===== src/rtl/exec_if.sv =====
// exec_if: issue/writeback bundle between the issue logic, exec_stage and the register file.
//   master: drives in_valid/op/dst_adr/src_a/src_b, observes in_ready, wb_*, flags, illegal, busy
//   slave : the execute stage side (exec_stage)
interface exec_if #(parameter int DW = 16, parameter int AW = 2);
  logic          in_valid;
  logic          in_ready;
  logic [3:0]    op;
  logic [AW-1:0] dst_adr;
  logic [DW-1:0] src_a;
  logic [DW-1:0] src_b;
  logic          wb_en;
  logic [AW-1:0] wb_adr;
  logic [DW-1:0] wb_data;
  logic          flag_z;
  logic          flag_n;
  logic          flag_c;
  logic          flag_v;
  logic          illegal;
  logic          busy;
  modport master (
    output in_valid, op, dst_adr, src_a, src_b,
    input  in_ready, wb_en, wb_adr, wb_data, flag_z, flag_n, flag_c, flag_v, illegal, busy
  );
  modport slave (
    input  in_valid, op, dst_adr, src_a, src_b,
    output in_ready, wb_en, wb_adr, wb_data, flag_z, flag_n, flag_c, flag_v, illegal, busy
  );
endinterface


===== src/rtl/exec_stage.sv =====
// exec_stage: 16-bit CPU execute stage, single-cycle ALU plus optional iterative shift-add MUL.
//   clk, reset (sync, active-high); bus (exec_if.slave): issue handshake, operands, register
//   file write port (wb_en/wb_adr/wb_data), flags Z/N/C/V, illegal pulse, busy.
//   Define EXEC_STAGE_MUL_EN to build the 16-step MUL; otherwise op 10 is illegal.
module exec_stage #(
  parameter int DW = 16,
  parameter int AW = 2
) (
  input logic   clk,
  input logic   reset,
  exec_if.slave bus
);
  localparam logic [3:0] OP_ADD = 4'd0, OP_SUB = 4'd1, OP_AND = 4'd2, OP_OR = 4'd3,
                         OP_XOR = 4'd4, OP_NOT = 4'd5, OP_SHL = 4'd6, OP_SHR = 4'd7,
                         OP_MOV = 4'd8, OP_CMP = 4'd9, OP_MUL = 4'd10;
  logic [DW-1:0]   a, b, res;
  logic [DW:0]     sum, dif, shl, shr;
  logic [2*DW-1:0] acc_nx;
  logic [AW-1:0]   mul_dst;
  logic            fire, is_mul, legal, c, v, mul_done;
  assign a     = bus.src_a;
  assign b     = bus.src_b;
  assign fire  = bus.in_valid && bus.in_ready;
  assign sum   = {1'b0, a} + {1'b0, b};
  // top bit of the 17-bit difference is the unsigned borrow (A<B)
  assign dif   = {1'b0, a} - {1'b0, b};
  // the extra bit catches the last bit shifted out; a zero shift leaves it 0
  assign shl   = {1'b0, a} << b[3:0];
  assign shr   = {a, 1'b0} >> b[3:0];
`ifdef EXEC_STAGE_MUL_EN
  localparam bit MUL_EN = 1'b1;
  typedef enum logic {IDLE, MUL} state_t;
  state_t          state, state_nx;
  logic [DW-1:0]   ma, mb;
  logic [3:0]      cnt;
  logic [2*DW-1:0] acc;
  assign bus.in_ready = !reset && state == IDLE;
  assign bus.busy     = state == MUL;
  assign mul_done     = state == MUL && cnt == 4'd15;
  assign acc_nx       = acc + (mb[cnt] ? {{DW{1'b0}}, ma} << cnt : '0);
  always_comb begin
    state_nx = mul_done ? IDLE : (fire && is_mul) ? MUL : state;
  end
  always_ff @(posedge clk) begin
    if (reset) state <= IDLE;
    else state <= state_nx;
  end
  always_ff @(posedge clk) begin
    if (reset) begin
      {ma, mb, mul_dst, cnt, acc} <= '0;
    end else if (fire && is_mul) begin
      {ma, mb, mul_dst, cnt, acc} <= {a, b, bus.dst_adr, 4'd0, {2*DW{1'b0}}};
    end else if (state == MUL) begin
      acc <= acc_nx;
      cnt <= cnt + 4'd1;
    end
  end
`else
  localparam bit MUL_EN = 1'b0;
  assign bus.in_ready = !reset;
  assign bus.busy     = 1'b0;
  assign mul_done     = 1'b0;
  assign acc_nx       = '0;
  assign mul_dst      = '0;
`endif
  assign is_mul = MUL_EN && bus.op == OP_MUL;
  assign legal  = bus.op <= OP_CMP || is_mul;
  always_comb begin
    res = '0;
    c   = 1'b0;
    v   = 1'b0;
    case (bus.op)
      OP_ADD: begin
        res = sum[DW-1:0];
        c   = sum[DW];
        v   = a[DW-1] == b[DW-1] && res[DW-1] != a[DW-1];
      end
      OP_SUB, OP_CMP: begin
        res = dif[DW-1:0];
        c   = dif[DW];
        v   = a[DW-1] != b[DW-1] && res[DW-1] != a[DW-1];
      end
      OP_AND: res = a & b;
      OP_OR:  res = a | b;
      OP_XOR: res = a ^ b;
      OP_NOT: res = ~a;
      OP_SHL: {c, res} = shl;
      OP_SHR: {res, c} = shr;
      OP_MOV: res = b;
      default: ;
    endcase
  end
  always_ff @(posedge clk) begin
    if (reset) begin
      bus.wb_en   <= 1'b0;
      bus.wb_adr  <= '0;
      bus.wb_data <= '0;
      bus.illegal <= 1'b0;
      {bus.flag_z, bus.flag_n, bus.flag_c, bus.flag_v} <= 4'b0;
    end else begin
      bus.wb_en   <= 1'b0;
      bus.illegal <= 1'b0;
      if (mul_done) begin
        bus.wb_en   <= 1'b1;
        bus.wb_adr  <= mul_dst;
        bus.wb_data <= acc_nx[DW-1:0];
        {bus.flag_z, bus.flag_n, bus.flag_c, bus.flag_v} <=
          {acc_nx[DW-1:0] == '0, acc_nx[DW-1], |acc_nx[2*DW-1:DW], 1'b0};
      end else if (fire && !is_mul) begin
        if (!legal) begin
          bus.illegal <= 1'b1;
        end else begin
          {bus.flag_z, bus.flag_n, bus.flag_c, bus.flag_v} <= {res == '0, res[DW-1], c, v};
          if (bus.op != OP_CMP) begin
            bus.wb_en   <= 1'b1;
            bus.wb_adr  <= bus.dst_adr;
            bus.wb_data <= res;
          end
        end
      end
    end
  end
endmodule


===== src/flat_wrapper.sv =====
// flat-port wrapper written by rule: the top's interface ports become plain ports
module exec_stage_flat 
#(
  parameter int DW = 16,
  parameter int AW = 2
)
  (clk, reset, bus_in_valid, bus_op, bus_dst_adr, bus_src_a, bus_src_b, bus_in_ready, bus_wb_en, bus_wb_adr, bus_wb_data, bus_flag_z, bus_flag_n, bus_flag_c, bus_flag_v, bus_illegal, bus_busy);
  exec_if #(.DW(DW), .AW(AW)) bus_i ();
  input logic clk;
  input logic reset;
  input wire logic [$bits(bus_i.in_valid)-1:0] bus_in_valid;
  input wire logic [$bits(bus_i.op)-1:0] bus_op;
  input wire logic [$bits(bus_i.dst_adr)-1:0] bus_dst_adr;
  input wire logic [$bits(bus_i.src_a)-1:0] bus_src_a;
  input wire logic [$bits(bus_i.src_b)-1:0] bus_src_b;
  output wire logic [$bits(bus_i.in_ready)-1:0] bus_in_ready;
  output wire logic [$bits(bus_i.wb_en)-1:0] bus_wb_en;
  output wire logic [$bits(bus_i.wb_adr)-1:0] bus_wb_adr;
  output wire logic [$bits(bus_i.wb_data)-1:0] bus_wb_data;
  output wire logic [$bits(bus_i.flag_z)-1:0] bus_flag_z;
  output wire logic [$bits(bus_i.flag_n)-1:0] bus_flag_n;
  output wire logic [$bits(bus_i.flag_c)-1:0] bus_flag_c;
  output wire logic [$bits(bus_i.flag_v)-1:0] bus_flag_v;
  output wire logic [$bits(bus_i.illegal)-1:0] bus_illegal;
  output wire logic [$bits(bus_i.busy)-1:0] bus_busy;
  assign bus_i.in_valid = bus_in_valid;
  assign bus_i.op = bus_op;
  assign bus_i.dst_adr = bus_dst_adr;
  assign bus_i.src_a = bus_src_a;
  assign bus_i.src_b = bus_src_b;
  assign bus_in_ready = bus_i.in_ready;
  assign bus_wb_en = bus_i.wb_en;
  assign bus_wb_adr = bus_i.wb_adr;
  assign bus_wb_data = bus_i.wb_data;
  assign bus_flag_z = bus_i.flag_z;
  assign bus_flag_n = bus_i.flag_n;
  assign bus_flag_c = bus_i.flag_c;
  assign bus_flag_v = bus_i.flag_v;
  assign bus_illegal = bus_i.illegal;
  assign bus_busy = bus_i.busy;
  exec_stage #(.DW(DW), .AW(AW)) u_core (.clk(clk), .reset(reset), .bus(bus_i));
endmodule

===== config.mk =====
export PLATFORM = sky130hd
export DESIGN_NAME = exec_stage_flat
export DESIGN_NICKNAME = d
export VERILOG_FILES = /design/src/rtl/exec_if.sv /design/src/rtl/exec_stage.sv /design/src/flat_wrapper.sv
export SDC_FILE = /design/constraint.sdc
export NUM_CORES = 1
export LEC_CHECK = 0
export CAP_MARGIN = 20
export CORE_ASPECT_RATIO = 1.5
export CORE_MARGIN = 2
export CORE_UTILIZATION = 45
export DETAILED_ROUTE_END_ITERATION = 10
export PLACE_DENSITY = 0.67
export RECOVER_POWER = 50
export SLEW_MARGIN = 20
export SYNTH_ARGS = -nofsm -noshare
export SYNTH_HDL_FRONTEND = slang
export SYNTH_SLANG_ARGS = --single-unit

===== constraint.sdc =====
create_clock -name clk -period 5.9 [get_ports clk]
set_clock_uncertainty 0.05 [all_clocks]
set_input_delay 0.885 -clock clk [delete_from_list [all_inputs] [get_ports clk]]
set_output_delay 0.885 -clock clk [all_outputs]
set_load 0.005 [all_outputs]

==> impl_metrics.toml, run 1 <==
[detailed_routing]
routedWlPerCell_microns = 23.65
first_iter_violations = 700
wl_microns = 21870
antenna_left = 0
drc_errors = 0
dr.pass1.iters = 5
via_per_inst = 6.790
num_vias = 6281

[pwr]
peakVddDrop_mv = 0.08248
comb_power_share_pct = 58.6
power.switching_w = 0.0003537
p_leak_nw = 2.519
power.internal_w = 0.0004590
power_density_mw_per_mm2 = 134.3
swShare_pct = 43.52
seqPwrFrac_pct = 21.6
clockPowerShare_pct = 19.8

[finish]
multi_input_area_sq_mm = 0.004253
mostFrequentLayoutCell = "nand2_1"
drive_above_1_share_pct = 8.098
nFillCells = 1104
layout_common_cells = "70 x nand2_1, 68 x a21oi_1, 63 x nor2_1, 49 x inv_1, 49 x ha_1"
design_area_sq_mm = 0.006050
diodes = 0
syn_to_final_growth_pct = 17.41
nets = 871
register_area_sq_um = 480.5

[yosys]
synth.ff_latch_count = 24
synth_area_sq_mm = 0.005152
synth.distinct_cells = 77
async_flop_share_pct = 0
synth_edf_count = 0
ys_warn_count = 0
syn_avg_cell_area_sq_um = 6.944
synth_seq_area_share_pct = 9.325
syn_inst = 742
synth_ff_type = "dfxtp_1"
synth_nets = 834

[timing]
rsz0062_at_grt = "no"
fmax_mhz = 199.1
fin_setup_tns_ns = 0
tightest_slew_ns = 1.094
fin_crit_sh_pct = 85.12
drv_slew = 0
timing.final.crit_period_ns = 5.022
maxSlewHeadroom_pct = 26.70
finalHoldViolations = 0
setup_viol = 0

[status]
status = "finished clean"

[die]
rows = 47
dieArea_sq_mm = 0.01234
ios = 67
die_w_microns = 91.37
initial_core_util_pct = 46.36
core_sq_mm = 0.01111
die_h_microns = 135.1

[cts]
clk_path_buf_depth = 2
cts_sinks = 24
postCtsSetupRepairBufs = 0
cts_buffers = 3
cts_root_buffer = "clkbuf_16"
clkTransAtPathRegs_ns = 0.06
h-tree-depth = 1
cts_tree = "built"
cts.hold.buffers_added = 0
post_cts_resized = 0
clkLatencyLatePin_ns = 0.26

[global_routing]
grt_use_total_pct = 34.51
antenna_found_initial = 0
gr-total-overflow = 0
grt_pass1_wl_microns = 33420
grt_max_degree = 27
grt_pass1_vias = 5946

[placed_design]
hpwl_microns = 17360
gp_congestion = 0.9929
port_buffers = 65
place_area_sq_mm = 0.005961

[worst_setup_path]
slowest_delay_ns = 0.96
path_class = "in2reg"
cp-start-kind = "input pin"
slowest_stage = "clkdlybuf4s50_1"
worstPathCellList = "clkdlybuf4s50_1 > ha_1 > fa_1 > nor2b_1 > a211o_1 > a31oi_1 > o22ai_1 > nor4_1 > nand3b_1 > or4_1 > or4b_1 > o31ai_1"
critPathCaptureType = "flop"
worstPathArrival_ns = 5.15
crit_path_max_fanout = 18
required_ns = 6.03

[run]
cap_violations = 0

[worst_hold_path]
hp-class = "reg2reg"
## critical path: cells and delay by family
kind                     cells  cell delay (ns)
AND/OR/NAND/NOR              5             1.76
buffers and inverters        1             0.96
adder cells (fa/ha/maj)      2             0.78
AO/OA/AOI/OAI                4             0.75
## logic make-up (layout without fill, tap and decap cells)
group	Yosys count	in the layout	synth area share (%)
AO/OA/AOI/OAI	262	262	34.07
AND/OR/NAND/NOR	232	232	21.61
buffers and inverters	112	148	8.597
multiplexers	53	53	12.46
adder cells (fa/ha/maj)	51	51	12.68
flip-flops	24	24	9.325
XOR/XNOR	7	7	1.190
other	1	1	0.07278
## final cells by class
class                           instances  area share [%]
Multi-Input combinational cell        606           70.30
Timing Repair Buffer                   92           14.02
Sequential cell                        24           7.942
Inverter                               52           3.226
Tap cell                              147           3.040
Clock buffer                            4           1.468
## power groups by stage
stage                     registers (W)  logic, W  clock network (W)
after floorplan                0.000180  0.000290                  0
after global placement         0.000179  0.000462                  0
after detailed placement       0.000179  0.000464                  0
after CTS                      0.000176  0.000466           0.000163
after global routing           0.000176  0.000510           0.000170
final                          0.000175  0.000476           0.000161
## flip-flops by register name, indices dropped and copies added, names as in the netlist
| register | flops |
|---|---|
| u_core.bus.wb_data | 16 |
| u_core.bus.flag_c | 1 |
| u_core.bus.wb_en | 1 |
| u_core.bus.flag_v | 1 |
| u_core.bus.illegal | 1 |
| u_core.bus.flag_z | 1 |
| u_core.bus.flag_n | 1 |
| u_core.bus.wb_adr | 2 |
## path summary, 6_finish.rpt
check,startpoint,to,slack [ns],depth (start not counted)
setup / recovery,bus_src_b[0],u_core.bus.flag_z$_SDFFE_PP0P_,0.88,12
hold / removal,u_core.bus.wb_data[8]$_SDFFE_PP0P_,u_core.bus.wb_data[8]$_SDFFE_PP0P_,0.40,2
setup reg to reg,u_core.bus.flag_c$_SDFFE_PP0P_,u_core.bus.flag_c$_SDFFE_PP0P_,4.62,6
hold reg to reg,u_core.bus.wb_data[8]$_SDFFE_PP0P_,u_core.bus.wb_data[8]$_SDFFE_PP0P_,0.40,2
## routing by layer
layer | up-vias | GRT usage, % | wire length (microns)
met4 | 0 | 19.02 | 1342
met3 | 93 | 3.460 | 1834
met5 | - | 0 | 0
met2 | 417 | 61.60 | 10660
met1 | 2926 | 40.16 | 8032
li1 | 2845 | - | -
## metrics by stage
stage | worst slack (ns) | total power [W] | cells | hold WS (ns) | util, %
5_1_grt | 0.5707 | 0.0008562 | 925 | 0.4278 | 54.43
6_report | 0.8778 | 0.0008127 | 925 | 0.3998 | 54.43
3_5_place_dp | 0.6507 | 0.0006433 | 921 | 0.3984 | 53.63
2_1_floorplan | 1.648 | 0.0004698 | 742 | 0.4003 | -
3_3_place_gp | 0.7807 | 0.0006406 | 921 | 0.3953 | 53.63
4_1_cts | 0.9258 | 0.0008044 | 925 | 0.4075 | 54.43
## synth_stat cells, types with 4 or more instances
cell,instances,area (sq um)
buf_1,10,37.54
a221oi_1,4,35.03
nor3_1,16,80.08
o21bai_1,4,30.03
mux4_2,6,135.1
mux2i_1,30,300.3
clkbuf_1,39,146.4
inv_1,49,183.9
a2bb2oi_1,6,52.55
o211ai_1,17,127.6
a211oi_1,16,120.1
a31oi_1,11,68.82
mux2_2,16,180.2
nor2_1,63,236.5
a21o_1,7,52.55
ha_1,49,613.1
and3_1,5,31.28
o311ai_0,4,35.03
nor2b_1,12,75.07
buf_2,9,45.04
o2111ai_1,5,43.79
nand2_1,70,262.8
a2111oi_0,6,52.55
nand3_1,20,100.1
o31ai_1,5,37.54
or3_1,5,31.28
nor4_1,7,43.79
a21oi_1,68,340.3
o22ai_1,15,93.84
a222oi_1,6,60.06
dfxtp_1,24,480.5
xnor2_1,7,61.31
o21ai_0,47,235.2
o221ai_1,5,43.79
nand2b_1,7,43.79
Power figures use the tool's default switching activity.
==> run 2, diff against run 1 <==
--- a/config.mk
+++ b/config.mk
@@ -8,10 +8,10 @@
 export CAP_MARGIN = 20
 export CORE_ASPECT_RATIO = 1.5
 export CORE_MARGIN = 2
-export CORE_UTILIZATION = 45
+export CORE_UTILIZATION = 40
 export DETAILED_ROUTE_END_ITERATION = 10
-export PLACE_DENSITY = 0.67
 export RECOVER_POWER = 50
+export SETUP_SLACK_MARGIN = 0.5
 export SLEW_MARGIN = 20
 export SYNTH_ARGS = -nofsm -noshare
 export SYNTH_HDL_FRONTEND = slang
==> impl_metrics.toml, run 2 (same netlist as run 1, synthesis figures left out) <==
[cts]
h-tree-depth = 1
postCtsSetupRepairBufs = 0
post_cts_resized = 0
cts_tree = "built"
clk_path_buf_depth = 2
cts_buffers = 3
cts.hold.buffers_added = 0
clkLatencyLatePin_ns = 0.26
clkTransAtPathRegs_ns = 0.06
cts_root_buffer = "clkbuf_16"
cts_sinks = 24

[global_routing]
met1_usage_pct = 35.17
grt_max_degree = 38
met2_usage_pct = 54.86
antenna_found_initial = 0
grt_util_met3_pct = 1.566
grt_pass1_vias = 5700
busiest_layer = "met2"
grt_use_total_pct = 29.84
gr-total-overflow = 0
grt_pass1_wl_microns = 32750

[worst_setup_path]
rr_endpoint = "u_core.bus.flag_c$_SDFFE_PP0P_"
required_ns = 6.03
critPathCaptureType = "flop"
path_class = "in2reg"
worstPathArrival_ns = 5.05
rrSetupSlack_ns = 4.60
r2r_cells = 6
rr_startpoint = "u_core.bus.flag_c$_SDFFE_PP0P_"
cp-start-kind = "input pin"
crit_path_max_fanout = 12
startpoint = "bus_src_b[0]"

[finish]
nFillCells = 1283
nets = 868
drive_above_1_share_pct = 7.623
mostFrequentLayoutCell = "nand2_1"
largest_register = "u_core.bus.wb_data"
reg.largest.list = "u_core.bus.wb_data (16), u_core.bus.wb_adr (2)"
layout_common_cells = "70 x nand2_1, 68 x a21oi_1, 63 x nor2_1, 49 x inv_1, 49 x ha_1"
syn_to_final_growth_pct = 16.93
multi_input_area_sq_mm = 0.004253
largest_reg_flops = 16
register_area_sq_um = 480.5
diodes = 0

[pwr]
peakVddDrop_mv = 0.08555
power_density_mw_per_mm2 = 132.0
p_leak_nw = 2.496

[timing]
fin_crit_sh_pct = 83.49
timing.final.crit_period_ns = 4.926
tightest_slew_ns = 1.048
fmax_mhz = 203.0
setup_viol = 0
timing.hold.ws_ns = 0.4048
rsz0062_at_grt = "no"
drv_slew = 0
fin_setup_tns_ns = 0
finalHoldViolations = 0
maxSlewHeadroom_pct = 29.75

[die]
dieArea_sq_mm = 0.01382
rows = 50
ios = 67
die_h_microns = 143
core_sq_mm = 0.01251
initial_core_util_pct = 41.18
die_w_microns = 96.67

[run]
cap_violations = 0

[worst_hold_path]
hp-start = "u_core.bus.wb_data[10]$_SDFFE_PP0P_"
hold_depth = 2
hold_path_end = "u_core.bus.wb_data[10]$_SDFFE_PP0P_"
hp-class = "reg2reg"

[placed_design]
gp_congestion = 1.035
hpwl_microns = 17420
port_buffers = 65

[detailed_routing]
routedWlPerCell_microns = 23.42
num_vias = 6103
antenna_left = 0
dr.pass1.iters = 7
first_iter_violations = 516
drc_errors = 0
wl_microns = 21780
via_per_inst = 6.562

[status]
status = "finished clean"
## run 2: report_power, final
part	internal [W]	leakage, nW	switching [W]	total [W]
sequential	0.000171	0.196	0.00000380	0.000175
combinational	0.000182	2.26	0.000291	0.000473
clock	0.0000898	0.0370	0.0000570	0.000147
total	0.000443	2.50	0.000352	0.000795
## run 2: worst max-delay path, stage by stage
cell	delay, ns
clkdlybuf4s50_1	0.79
ha_1	0.36
fa_1	0.44
nor2b_1	0.14
a211o_1	0.27
a31oi_1	0.20
o22ai_1	0.10
nor4_1	0.52
nand3b_1	0.12
or4_1	0.49
or4b_1	0.51
o31ai_1	0.23
## run 2: metal layers
metal / up-vias / wire, microns
met2: 304 / 10960
met1: 2892 / 8580
met5: - / 0
met4: 0 / 1192
li1: 2841 / -
met3: 66 / 1049
## run 2: worst max path at each step
stage / to / slack [ns] / depth (start not counted)
floorplan: u_core.bus.flag_z$_SDFFE_PP0P_ / 1.65 / 14
finish: u_core.bus.flag_z$_SDFFE_PP0P_ / 0.97 / 12
detailed placement: u_core.bus.flag_z$_SDFFE_PP0P_ / 0.73 / 12
global route: u_core.bus.flag_z$_SDFFE_PP0P_ / 0.78 / 12
CTS: u_core.bus.flag_z$_SDFFE_PP0P_ / 1.0 / 12
global placement: u_core.bus.flag_z$_SDFFE_PP0P_ / 0.77 / 12
## run 2: cell type report
type,instances,area share (%)
clock buffer,3,1.246
inverter,52,3.240
multi-input combinational,606,70.59
timing repair buffer,89,13.71
tap,156,3.240
sequential,24,7.975
## run 2: stage by stage
stage | cells | utilization (%) | total power, W | cell area, sq um | setup slack, ns
2_1_floorplan | 742 | - | 0.0004698 | 5152 | 1.648
3_3_place_gp | 927 | 47.55 | 0.0006402 | 5949 | 0.7724
3_5_place_dp | 927 | 47.55 | 0.0006426 | 5949 | 0.7298
4_1_cts | 930 | 48.15 | 0.0007883 | 6025 | 0.9959
5_1_grt | 930 | 48.15 | 0.0008347 | 6025 | 0.7803
6_report | 930 | 48.15 | 0.0007952 | 6025 | 0.9743
==> run 3, diff against run 2 <==
==> constraint.sdc (replaced) <==
create_clock -name clk -period 4.06 [get_ports clk]
set_clock_uncertainty 0.05 [all_clocks]
set_input_delay 0.609 -clock clk [delete_from_list [all_inputs] [get_ports clk]]
set_output_delay 0.609 -clock clk [all_outputs]
set_load 0.005 [all_outputs]
==> impl_metrics.toml, run 3 (same netlist as run 1, synthesis figures left out) <==
[finish]
nFillCells = 1210
final_cell_count_no_fill = 1084
layout_common_cells = "163 x buf_4, 67 x nand2_1, 62 x a21oi_1, 61 x nor2_1"
syn_to_final_growth_pct = 47.13
diodes = 0
reg.largest.list = "u_core.bus.wb_data (16), u_core.bus.wb_adr (2)"
mostFrequentLayoutCell = "buf_4"
drive_above_1_share_pct = 30.17
nets = 1022
largest_register = "u_core.bus.wb_data"
largest_reg_flops = 16

[cts]
cts.hold.buffers_added = 0
clk_path_buf_depth = 2
h-tree-depth = 1
cts_buffers = 3
cts_root_buffer = "clkbuf_16"
clkTransAtPathRegs_ns = 0.06
cts_sinks = 24
cts_tree = "built"
clkLatencyLatePin_ns = 0.26

[timing]
maxSlewHeadroom_pct = 32.29
finalHoldViolations = 0
tightest_slew_ns = 1.002
fmax_mhz = 282.3
rsz0062_at_grt = "yes"
timing.final.crit_period_ns = 3.542
drv_slew = 0
fin_setup_tns_ns = 0
setup_viol = 0
fin_crit_sh_pct = 87.25

[worst_setup_path]
path_depth = 14
slowest_delay_ns = 0.51
cp-start-kind = "input pin"
rr_startpoint = "u_core.bus.flag_c$_SDFFE_PP0P_"
cp_common_cell = "buf_4"
critPathCaptureType = "flop"
path_buf_inv = 5
worstPathCellList = "buf_8 > buf_4 > mux2_4 > mux2i_4 > buf_4 > buf_4 > buf_4 > a2bb2oi_1 > nor2_1 > nor2_1 > nand4b_1 > or4_4 > or4b_1 > o31ai_1"
crit_path_max_fanout = 5
startpoint = "bus_src_b[1]"
rr_endpoint = "u_core.bus.flag_c$_SDFFE_PP0P_"
path_class = "in2reg"
required_ns = 4.19
r2r_cells = 6
worstPathArrival_ns = 3.67
crit_path_end = "u_core.bus.flag_z$_SDFFE_PP0P_"
slowest_stage = "or4b_1"
crit_family = "simple AND/OR/NAND/NOR gates"
rrSetupSlack_ns = 2.75

[global_routing]
antenna_found_initial = 0
grt_pass1_vias = 6786
grt_max_degree = 22
grt_use_total_pct = 33.93
gr-total-overflow = 0
grt_pass1_wl_microns = 37230

[die]
die_w_microns = 96.67
rows = 50
ios = 67
die_h_microns = 143
dieArea_sq_mm = 0.01382
initial_core_util_pct = 41.18
core_sq_mm = 0.01251

[detailed_routing]
met3_wirelength_microns = 1369
highest_layer = "met4"
wl_microns = 24250
drc_errors = 0
first_iter_violations = 469
dr.pass1.iters = 7
num_vias = 6902
wl_met1_microns = 9114
wl_met2_microns = 12200
antenna_left = 0
routedWlPerCell_microns = 22.37
via_per_inst = 6.367

[pwr]
comb_power_share_pct = 66.3
power_density_mw_per_mm2 = 183.3
p_leak_nw = 3.364
power.internal_w = 0.0008131
power.switching_w = 0.0005762
seqPwrFrac_pct = 18.3
swShare_pct = 41.47
clockPowerShare_pct = 15.4
peakVddDrop_mv = 0.1450

[placed_design]
gp_congestion = 1.028
place_inst = 1056
port_buffers = 65
hpwl_microns = 19270

[worst_hold_path]
hp-class = "reg2reg"

[status]
status = "finished clean"

[run]
cap_violations = 0
## run 3: cell types whose count changed in the layout (fill, tap and decap cells not counted), sizes merged
cell           before  now
clkbuf              3    4
clkdlybuf4s50      40   14
buf                25  187
dlygate4sd2         0   12
dlygate4sd3        24   23
clkdlybuf4s15       0    2
bufbuf              0    2
dlymetal6s2s        0    2
## run 3: what timing repair did
item	CTS	global route
cloned	2	0
gates resized for setup	131	23
pin swaps	25	6
setup endpoints to repair	9	6
buffers inserted	22	1
## run 3: stage by stage
stage | hold slack [ns] | utilization (%) | setup WS [ns] | instance area, sq um | power, W
after floorplan | 0.4003 | - | 0.5076 | 5190 | 0.0006858
after global placement | 0.3937 | 55.60 | -0.2580 | 6957 | 0.001066
after global routing | 0.4341 | 60.59 | 0.4605 | 7581 | 0.001457
final | 0.4060 | 60.59 | 0.5175 | 7581 | 0.001389
after CTS | 0.4111 | 59.94 | 0.5007 | 7500 | 0.001360
after detailed placement | 0.4011 | 55.60 | -0.3262 | 6957 | 0.001077
## run 3: layout make-up
type / instances / area (sq um) / share of cell area [%]
Clock buffer: 3 / 75.07 / 0.9903
Multi-Input combinational cell: 606 / 4527 / 59.71
Inverter: 52 / 196.4 / 2.591
Timing Repair Buffer: 243 / 2107 / 27.79
Tap cell: 156 / 195.2 / 2.575
Sequential cell: 24 / 480.5 / 6.338
## run 3: layer usage
layer / vias up / global-route usage (%)
li1: 3146 / -
met1: 3301 / 37.90
met5: - / 0
met4: 0 / 19.42
met2: 359 / 63.27
met3: 96 / 2.252
## run 3: worst min-delay path by stage
stage,to,cells after the start,startpoint,slack (ns)
floorplan,u_core.bus.wb_data[3]$_SDFFE_PP0P_,2,u_core.bus.wb_data[3]$_SDFFE_PP0P_,0.40
global placement,u_core.bus.wb_data[8]$_SDFFE_PP0P_,2,u_core.bus.wb_data[8]$_SDFFE_PP0P_,0.39
detailed placement,u_core.bus.wb_data[8]$_SDFFE_PP0P_,2,u_core.bus.wb_data[8]$_SDFFE_PP0P_,0.40
CTS,u_core.bus.wb_data[8]$_SDFFE_PP0P_,2,u_core.bus.wb_data[8]$_SDFFE_PP0P_,0.41
global route,u_core.bus.wb_data[9]$_SDFFE_PP0P_,2,u_core.bus.wb_data[9]$_SDFFE_PP0P_,0.43
finish,u_core.bus.wb_data[8]$_SDFFE_PP0P_,2,u_core.bus.wb_data[8]$_SDFFE_PP0P_,0.41
## run 3: power by group through the flow
stage	combinational (W)	sequential (W)	clock, W
CTS	0.000886	0.000256	0.000218
floorplan	0.000424	0.000262	0
global placement	0.000806	0.000260	0
global route	0.000979	0.000257	0.000221
detailed placement	0.000817	0.000261	0
finish	0.000921	0.000255	0.000213
## run 3: worst register-to-register path: stages (launching register included)
cell and delay (ns):
dfxtp_1 0.32, nand2_1 0.07, o21ai_0 0.14, a31oi_1 0.17
o21ai_0 0.10, nor2_1 0.21, a311oi_1 0.12
